--- config.mk ---
export PLATFORM = sky130hd
export DESIGN_NAME = register_file_sb
export DESIGN_NICKNAME = d
export VERILOG_FILES = /design/src/rtl/register_file_sb.sv
export SDC_FILE = /design/constraint.sdc
export NUM_CORES = 1
export LEC_CHECK = 0
export CAP_MARGIN = 40
export CORE_ASPECT_RATIO = 1.5
export CORE_UTILIZATION = 50
export CTS_CLUSTER_SIZE = 20
export DETAILED_ROUTE_END_ITERATION = 8
export GPL_TIMING_DRIVEN = 0
export PLACE_DENSITY = 0.76
export RECOVER_POWER = 50
export SLEW_MARGIN = 10
export SYNTH_ARGS = -nofsm -noshare
export SYNTH_HDL_FRONTEND = slang
export SYNTH_SLANG_ARGS = --single-unit
--- constraint.sdc ---
create_clock -name clk -period 5.4 [get_ports clk]
set_input_delay 0.81 -clock clk [delete_from_list [all_inputs] [get_ports clk]]
set_output_delay 0.81 -clock clk [all_outputs]
set_load 0.005 [all_outputs]
--- src/rtl/register_file_sb.sv ---
// Register bank with per-register busy scoreboard and a sequential clear engine.
// Optional same-cycle write-to-read bypass is enabled by defining REGFILE_BYPASS_EN.
module register_file_sb #(
  parameter int DATA_WIDTH = 32,
  parameter int ADDR_WIDTH = 5
) (
  input  logic                  clk,
  input  logic                  reset,
  input  logic                  write,
  input  logic [ADDR_WIDTH-1:0] addr_in,
  input  logic [DATA_WIDTH-1:0] data_in,
  input  logic [ADDR_WIDTH-1:0] addr_out1,
  input  logic [ADDR_WIDTH-1:0] addr_out2,
  output logic [DATA_WIDTH-1:0] data_out1,
  output logic [DATA_WIDTH-1:0] data_out2,
  output logic                  busy_out1,
  output logic                  busy_out2,
  input  logic                  issue,
  input  logic [ADDR_WIDTH-1:0] issue_addr,
  output logic                  ready
);

  localparam int DEPTH = 1 << ADDR_WIDTH;
  localparam logic [ADDR_WIDTH:0] LastIdx = (ADDR_WIDTH + 1)'(DEPTH - 1);
  localparam logic [ADDR_WIDTH:0] CntOne  = (ADDR_WIDTH + 1)'(1);

  typedef enum logic {
    CLEAR,
    READY
  } state_t;

  state_t                  state_q;
  logic [ADDR_WIDTH:0]     clrCnt_q;
  logic [DEPTH-1:0]        busy_q;
  logic [DATA_WIDTH-1:0]   bank_q [DEPTH];

  logic active;
  logic writeOk;
  logic issueOk;

  // A cycle with reset high behaves like CLEAR even before the state register catches up.
  assign active  = (state_q == READY) && !reset;
  assign writeOk = active && write && (addr_in != '0);
  assign issueOk = active && issue && (issue_addr != '0);
  assign ready   = active;

  always_ff @(posedge clk) begin
    if (reset) begin
      state_q  <= CLEAR;
      clrCnt_q <= '0;
      busy_q   <= '0;
    end else if (state_q == CLEAR) begin
      bank_q[clrCnt_q[ADDR_WIDTH-1:0]] <= '0;
      clrCnt_q <= clrCnt_q + CntOne;
      if (clrCnt_q == LastIdx) begin
        state_q <= READY;
      end
    end else begin
      if (writeOk) begin
        bank_q[addr_in] <= data_in;
        busy_q[addr_in] <= 1'b0;
      end
      // Issue is applied after write so a same-cycle new producer keeps the register busy.
      if (issueOk) begin
        busy_q[issue_addr] <= 1'b1;
      end
    end
  end

  always_comb begin
    data_out1 = '0;
    data_out2 = '0;
    busy_out1 = 1'b0;
    busy_out2 = 1'b0;
    if (active) begin
      if (addr_out1 != '0) begin
        data_out1 = bank_q[addr_out1];
        busy_out1 = busy_q[addr_out1];
      end
      if (addr_out2 != '0) begin
        data_out2 = bank_q[addr_out2];
        busy_out2 = busy_q[addr_out2];
      end
`ifdef REGFILE_BYPASS_EN
      if (writeOk && (addr_in == addr_out1)) begin
        data_out1 = data_in;
        busy_out1 = issueOk && (issue_addr == addr_in);
      end
      if (writeOk && (addr_in == addr_out2)) begin
        data_out2 = data_in;
        busy_out2 = issueOk && (issue_addr == addr_in);
      end
`endif
    end
  end

endmodule

## Word-level counts from Yosys, hierarchy flattened

Memories as Yosys holds them, arrays and structs flattened.
Cells that the tools add are included.
Widths: inputs -> output; s select.

| storage, ports and cells | value |
|---|---|
| bits in registers | 39 |
| latch bits | 0 |
| bits in writable memories | 1,024 |
| ROM bits | 0 |
| bits of input ports | 56 |
| output and inout bits | 67 |
| word-level logic and storage cells | 60 |
| memories | 1 |

| cells by class | value |
|---|---|
| add/sub/neg operators | 1 |
| multiply operators | 0 |
| divide/modulo/power cells | 0 |
| $lt $le $gt $ge | 6 |
| equal/unequal tests | 1 |
| shift-type cells | 0 |
| multiplexer cells | 32 |
| bitwise operators | 3 |
| reduce and logical (&&, ||, !) cells | 13 |

Memory list:

| name | depth | width | read ports | clocked after memory_dff | wr ports | line | RTL |
|---|---|---|---|---|---|---|---|
| bank_q | 32 | 32 | 2 | 0 | 1 | 35 | `logic [DATA_WIDTH-1:0] bank_q [DEPTH];` |

Operator list:

| operator | count |
|---|---|
| $mux 32 | 9 |
| $and 32x32->32 | 1 |
| $not 32->32 | 1 |
| $or 32x32->32 | 1 |
| $reduce_or 32->1 | 1 |
| $lt 5x6->1 const B | 4 |
| $reduce_bool 5->1 | 4 |
| $mux 1 | 18 |
| $bmux 1 s5 | 2 |
| $demux 1 s5 | 2 |
| $ge 5x1->1 const B | 2 |
| $logic_and 1x1->1 | 7 |
| $add 6x1->6 const B | 1 |
| $eq 6x5->1 const B | 1 |
| $mux 5 | 1 |
| $logic_not 1->1 | 1 |

## Depth between registers and ports, before layout

Gate-level depths: netlist of the first run.

| depth | value |
|---|---|
| depth in word-level cells | 11 |
| mapped depth | 9 |

## Least setup slack after synthesis of the first run

OpenSTA, ideal clock, no wires.

| timing | value |
|---|---|
| path type | input port to flip-flop |
| from | input addr_in[3] |
| to | memory bank_q[12][0] (enable) |
| setup time | 461 ps |
| arrival time | 4,457 ps |
| required time | 4,939 ps |
| path slack | 482 ps |
| stages | 5 |
| path buffers | 1 |
| path through | buf_2 > or4_4 > o21ai_1 > mux2_2 > nor3_1 |

| on the way | value |
|---|---|
| word-level cells in the longest chain between the ends | 8 |
| elaborated cells between the ends (all ways) | 9 |
| those cells by class | mux: 6; reduce/logical: 3 |

Ends and longest elaborated chain:

| item | line | RTL |
|---|---|---|
| start: declaration | 10 | `input logic [ADDR_WIDTH-1:0] addr_in,` |
| $reduce_bool 5->1 | 43 | `assign writeOk = active && write && (addr_in != '0);` |
| $logic_and 1x1->1 | 43 |  |
| $mux 1 | 59 | `if (writeOk) begin` |
| $mux 1 | 52 | `end else if (state_q == CLEAR) begin` |
| $mux 1 | 48 | `if (reset) begin` |
| $mux 1 (not written as such) | 60 | `bank_q[addr_in] <= data_in;` |
| $reduce_or 32->1 (no line) | n/a |  |
| $mux 5 (no line) / $mux 1 (equally long branches) | n/a |  |
| end: declaration | 35 |  |

Parallel ways exist; a longest one is shown, timed or not.

## Final worst setup path of the first run

| timing | value |
|---|---|
| from | input reset |
| to | output data_out2[27] |

| on the way | value |
|---|---|
| word-level cells in the longest chain between the ends | 3 |

Ends and longest elaborated chain:

| item | line | RTL |
|---|---|---|
| start: declaration | 8 | `input logic reset,` |
| $logic_not 1->1 | 42 | `assign active = (state_q == READY) && !reset;` |
| $logic_and 1x1->1 | 42 |  |
| $mux 32 | 75 | `if (active) begin` |
| end: declaration | 15 | `output logic [DATA_WIDTH-1:0] data_out2,` |

No other way between the ends.

==> out/metrics.yaml, run 1 <==
ys_types: 55
cts.sinks: 1063
grt_usage_pct: 34.1
area.sequential_sq_um: 31500
async_reset_ff_share_pct: 0
synth_fp_nets: 3057
pwr-share-clk_pct: 40.6
vias: 34518
cts_buffer_depth: 3
gp_congestion: 0.974
crit_path_end: "data_out2[27]"
cp.buffers_inverters: 5
synth-seq-area-share_pct: 63.1
drt-total-wl_um: 173000
hold_class: "reg -> reg"
postLayoutCellArea_sq_um: 57400
worstRegToRegCells: 9
multi_input_area_sq_um: 17300
crit_family: "buffers and inverters"
drcViolationCount: 0
p_sw_w: 0.00375
vias_per_cell: 7.27
outcome: "complete, but fails checks"
cp_num_cells: 8
hold_viol: 0
grt_pass1_wl_um: 240000
synth_edf_count: 1024
cp-start-kind: "input port"
tightest_slew_ns: 2.36
synth_area_per_cell_sq_um: 16.7
path_clk_slew_ns: 0.06
path_max_fanout: 10
fmax_mhz: 179
p_sw_share_pct: 22.2
coreArea_sq_um: 98800
crit_start: "reset"
root_buffer: "clkbuf_16"
r2r_start: "state_q"
r2r_end: "bank_q[17][15]"
syn-cell-area_sq_um: 50000
die-height_um: 389
ir_worst_vdd_mv: 0.240
arrival_ns: 4.76
slowest_stage: "clkbuf_1"
violations: "capacitance limit, slew limit, setup timing"
rsz0062_at_grt: "false"
cell_internal_pwr_w: 0.0131
end_kind: "output port"
grt_overflow: 0
min_from: "busy_q[0]"
path_cells: "clkdlybuf4s50_1, buf_2, nor3b_2, clkbuf_1, clkbuf_1, a31oi_1, nand4_1, clkdlybuf4s50_1"
r2r_setup_slack_ns: 0.64
finish.net_count: 3439
synth_top_area_share_pct: 61.6
worst_clock_skew_ns: 0.0370
grt_pass1_vias: 35311
timing.final.ws_setup_ns: -0.173
yosysWarnings: 0
syn2layout_area_growth_pct: 14.9
synth-main-ff-cell: "edfxtp_1"
max_stage_delay_ns: 0.73
h-tree-depth: 3
ys_ff_latch: 1063
portBuffers: 107
cts_buffers: 91
dieArea_sq_um: 101000
drtPass1Iterations: 6
p_comb_share_pct: 6.3
yosysTopAreaCell: "edfxtp_1"
drtIter0Drc: 5086
dp_hpwl_um: 125000
dpl-instance-area_sq_um: 54800
maxSlewViolCount: 28
worstSkewPairLatency_ns: 0.73
start_util_pct: 50.6
antenna_found_initial: 13
timing.final.crit_share_pct: 103
setup_tns_ns: -1.11
wl_per_cell_um: 36.4
filler_cell_count: 7296
rows: 141
final_antenna_net_count: 0
power.density_nw_per_um2: 294
setup_viol: 15
p_leak_nw: 20.9
yosys-top-cells-area: "edfxtp_1 62%, mux4_2 15%, mux2i_1 8.0%"
crit_type: "in -> out"
ioPinCount: 123
finalCriticalPeriod_ns: 5.57
die_w_um: 260
grt_max_degree: 33
cap_violations: 2
cts_tree: "done"
synthCells: 3000
required_ns: 4.59
power.share.sequential_pct: 53.2
drive_gt1_share_pct: 21.9
p_total_w: 0.0169
slew_headroom_pct: -58.0
==> flip-flops by register name, summed over array words and instances, names as in the netlist <==
name      flops
bank_q     1024
busy_q       32
clrCnt_q      6
state_q       1
==> cell usage after synthesis (2+ instances only) <==
cell type	instances
nand3b_1	11
o32ai_1	2
a32oi_1	67
mux4_2	330
nor4bb_1	2
dfxtp_1	39
xor2_1	2
nor4b_2	2
o31ai_1	2
o211ai_1	17
clkbuf_1	127
or3b_2	5
nor4_1	2
nor2b_1	15
nor3b_1	3
o21a_1	2
and3b_1	4
o22ai_1	201
and4_1	3
nand2_1	20
or2_2	5
and3_1	135
edfxtp_1	1024
nor3b_2	2
nand4_1	69
o21ai_0	92
buf_6	2
o311ai_0	2
and2_1	33
buf_1	20
inv_1	6
nand3_1	14
mux2i_1	400
o21ai_1	2
or3_1	3
nor3_1	28
a21oi_1	109
buf_4	10
nand2b_1	6
nor2_1	24
xnor2_1	3
buf_2	109
a31oi_1	34
==> cells in the final DEF (no fill, tap or decap), types with 12 or more instances in the layout <==
master / count
a21oi_1: 109
a31oi_1: 34
a32oi_1: 67
and2_0: 30
and3_1: 135
buf_1: 18
buf_2: 107
buf_4: 84
buf_6: 46
buf_8: 15
bufinv_16: 12
clkbuf_1: 186
clkbuf_16: 94
clkdlybuf4s50_1: 106
clkinv_1: 21
clkinv_2: 14
dfxtp_1: 39
edfxtp_1: 1024
mux2i_1: 400
mux4_2: 330
nand2_1: 20
nand3_1: 14
nand4_1: 69
nor2_1: 22
nor2b_1: 15
nor3_1: 15
nor3_2: 13
o211ai_1: 17
o21ai_0: 94
o22ai_1: 201
==> power by group through the flow <==
stage                     Combinational (W)  Sequential [W]  Clock, W
after floorplan                    0.000618         0.00914         0
after global placement             0.000972         0.00915         0
after detailed placement            0.00103         0.00915         0
after CTS                           0.00104         0.00897   0.00678
after global routing                0.00106         0.00897   0.00708
final                               0.00106         0.00897   0.00685
==> what timing repair did <==
action,in CTS,in global routing
pin swaps,0,0
setup endpoints to repair,8,27
gates resized for setup,0,7
buffers inserted,0,0
hold buffers,0,0
==> through the flow <==
step,std cells,setup WS [ns],util [%],hold WS [ns]
2_1_floorplan,3000,0.482,-,0.451
3_3_place_gp,4394,-3.96,53.3,0.466
3_5_place_dp,4567,-0.0521,55.5,0.472
4_1_cts,4733,0.00603,58.6,0.481
5_1_grt,4743,0.0316,58.1,0.506
6_report,4745,-0.173,58.1,0.486
==> metal layers <==
layer	vias to the layer above	global-route usage [%]	part of all wire, %
li1	13367	-	-
met1	17039	36.5	29
met2	3085	57.0	49
met3	1013	8.80	12
met4	14	26.7	9.8
met5	-	0	0.051
==> worst reg2reg max path: cells and delay by family, from the launching register on <==
family          cells  cell delay (ns)
buf+inv             5             1.95
flops               1             0.61
simple gates        2             1.39
compound gates      1             0.19
mux                 1             0.34
==> worst min path at each step <==
| stage | depth (start not counted) | to |
|---|---|---|
| 6_report | 1 | busy_q[0] |
| 3_3_place_gp | 1 | busy_q[0] |
| 3_5_place_dp | 1 | busy_q[0] |
| 4_1_cts | 1 | busy_q[0] |
| 5_1_grt | 1 | busy_q[0] |
| 2_1_floorplan | 1 | busy_q[0] |
==> kinds of logic after synthesis <==
family,Yosys count,share of synthesized area (%)
DFF,1063,63.1
muxes,731,22.9
AOI/OAI and AO/OA,535,6.65
and+or+nand+nor,389,4.74
buffers and inverters,276,2.45
xor gates and xnor gates,5,0.0877
adders and majority gates,1,0.0250
==> layout make-up <==
cell class | count | area share (%)
antenna | 2 | 0.00872
buffer | 268 | 2.07
clock buffer | 111 | 4.21
clock inverter | 56 | 1.05
inverter | 7 | 0.0523
multi-input combinational | 1661 | 30.1
sequential | 1063 | 54.9
tap | 1287 | 2.81
timing repair buffer | 290 | 4.71
No activity file was read; power rests on OpenSTA's default activity.
==> run 2: changes to the inputs <==
--- a/config.mk
+++ b/config.mk
@@ -10,8 +10,8 @@
 export CORE_UTILIZATION = 50
 export CTS_CLUSTER_SIZE = 20
 export DETAILED_ROUTE_END_ITERATION = 8
-export GPL_TIMING_DRIVEN = 0
-export PLACE_DENSITY = 0.76
+export MAX_ROUTING_LAYER = met4
+export PLACE_DENSITY_LB_ADDON = 0.12
 export RECOVER_POWER = 50
 export SLEW_MARGIN = 10
 export SYNTH_ARGS = -nofsm -noshare
==> run 2 against run 1 <==
  * The run ends with capacitance limit, slew limit left
  * Design area fell by 1.2%
  * Clock-buffer cell count rose by 15
  * Die area did not move
  * First-iteration DRC count fell by 24%
  * Critical path type is now in -> reg
  * Largest cell class unchanged
  * Clock power rose by 2%
==> out/metrics.yaml, run 2 (same netlist as run 1, synthesis figures left out) <==
antenna_found_initial: 2  # -11
rows: 141  # unchanged
rsz0062_at_grt: "false"
coreArea_sq_um: 98800  # unchanged
regMostFlops: "bank_q"
layout_common_cells: "1024 x edfxtp_1, 400 x mux2i_1, 330 x mux4_2, 201 x o22ai_1, 134 x and3_1"
filler_cell_count: 7572  # +3.8%
drtPass1Iterations: 8  # +2
cp-start-kind: "input port"
drcViolationCount: 0  # unchanged
die_w_um: 260  # unchanged
hold_viol: 0  # unchanged
finalCriticalPeriod_ns: 4.99  # -0.579 ns
cts_hold_buf: 0  # unchanged
dieArea_sq_um: 101000  # unchanged
die-height_um: 389  # unchanged
grt_usage_pct: 33.8  # -0.24 points
root_buffer: "clkbuf_16"
cap_violations: 10  # +8
grt_max_degree: 64  # +94%
h-tree-depth: 3  # unchanged
ir_worst_vdd_mv: 0.298  # +24%
final_antenna_net_count: 0  # unchanged
p_leak_nw: 20.4  # -2.1%
end_kind: "flip-flop"
cts.sinks: 1063  # unchanged
vias: 32232  # -6.6%
grt_pass1_vias: 33113  # -6.2%
cts_buffer_depth: 3  # unchanged
hold_class: "reg -> reg"
worst_clock_skew_ns: 0.0207  # -0.0163 ns
timing.final.crit_share_pct: 92.5  # -11 points
finish.net_count: 3205  # -6.8%
vias_per_cell: 7.13  # -1.9%
setup_tns_ns: 0  # +1.11 ns
power.share.sequential_pct: 53.0  # -0.2 points
cts_tree: "done"
place_inst: 4324  # -5.3%
p_sw_w: 0.00372  # -0.79%
drt-total-wl_um: 165000  # -4.4%
ioPinCount: 123  # unchanged
drtIter0Drc: 3887  # -24%
maxSlewViolCount: 266  # +850%
cts_resized: 0  # unchanged
cell_internal_pwr_w: 0.0132  # +0.62%
final_common_cell: "edfxtp_1"
fmax_mhz: 200  # +12%
final_cells: 4518  # -4.8%
wl_per_cell_um: 36.6  # +0.40%
tightest_slew_ns: 1.82  # -0.542 ns
drive_gt1_share_pct: 21.3  # -0.66 points
power.density_nw_per_um2: 299  # +1.6%
arrival_ns: 5.30  # +0.54 ns
reg_top3: "bank_q (1024), busy_q (32), clrCnt_q (6)"
pwr-share-clk_pct: 41.1  # +0.5 points
violations: "capacitance limit, slew limit"
grt_overflow: 0  # unchanged
path_max_fanout: 26  # +16
utilization_pct: 57.4  # -0.72 points
required_ns: 5.71  # +1.12 ns
largest_reg_flops: 1024  # unchanged
syn2layout_area_growth_pct: 13.4
slew_headroom_pct: -21.3  # +37 points
crit_type: "in -> reg"
portBuffers: 122  # +14%
gp_congestion: 0.902  # -7.4%
cts_buffers: 99  # +8.8%
grt_pass1_wl_um: 234000  # -2.9%
setup_viol: 0  # -15
start_util_pct: 50.6  # unchanged
worstSkewPairLatency_ns: 0.71  # -0.02 ns
p_comb_share_pct: 5.8  # -0.5 points
dp_hpwl_um: 100000  # -20%
path_clk_slew_ns: 0.07  # about the same
post_cts_buffers: 0  # unchanged
p_sw_share_pct: 22.0  # -0.24 points
outcome: "complete, but fails checks"
[run 2: final timing paths]
path                  start      endpoint  slack, ns  cells past startpoint
setup / recovery      reset  bank_q[1][5]       0.41                      9
hold / removal    busy_q[0]     busy_q[0]       0.49                      1
setup reg to reg    state_q  bank_q[1][5]       0.79                      8
hold reg to reg   busy_q[0]     busy_q[0]       0.49                      1
[run 2: power by group through the flow]
stage / clock network [W] / registers [W] / logic (W)
floorplan: 0 / 0.00914 / 0.000618
global placement: 0 / 0.00915 / 0.000977
detailed placement: 0 / 0.00915 / 0.000997
CTS: 0.00703 / 0.00897 / 0.000999
global route: 0.00730 / 0.00898 / 0.00101
finish: 0.00696 / 0.00898 / 0.000988
[run 2: critical path, stage by stage]
cell,delay (ns)
dlygate4sd3_1,0.63
buf_4,0.27
clkinv_1,0.09
buf_4,0.28
nand2_1,0.13
clkbuf_1,0.42
nor2_1,0.32
clkbuf_1,1.16
clkbuf_2,1.13
[run 2: per-stage QoR]
| stage | setup WS [ns] | instance area [sq um] | hold WS (ns) | total power (W) |
|---|---|---|---|---|
| floorplan | 0.482 | 50000 | 0.451 | 0.00976 |
| global placement | 0.621 | 53500 | 0.464 | 0.0101 |
| detailed placement | 0.710 | 53800 | 0.477 | 0.0101 |
| CTS | 0.705 | 56900 | 0.490 | 0.0170 |
| global route | 0.382 | 56700 | 0.501 | 0.0173 |
| finish | 0.405 | 56700 | 0.488 | 0.0169 |
[run 2: final cells by class]
| cell class | instances | area, sq um | area share (%) |
|---|---|---|---|
| Antenna cell | 1 | 2.50 | 0.00442 |
| Clock buffer | 126 | 2600 | 4.59 |
| Clock inverter | 57 | 538 | 0.949 |
| Inverter | 7 | 26.3 | 0.0464 |
| Multi-Input combinational cell | 1661 | 17400 | 30.7 |
| Sequential cell | 1063 | 31500 | 55.6 |
| Tap cell | 1287 | 1610 | 2.84 |
| Timing Repair Buffer | 316 | 2950 | 5.21 |
[run 2: per-layer routing]
layer,global-route usage (%),vias up,wire length [um]
li1,-,12945,-
met1,41.1,16884,59200
met2,55.2,1902,82800
met3,5.04,501,14300
met4,17.0,0,9040
met5,-,-,0
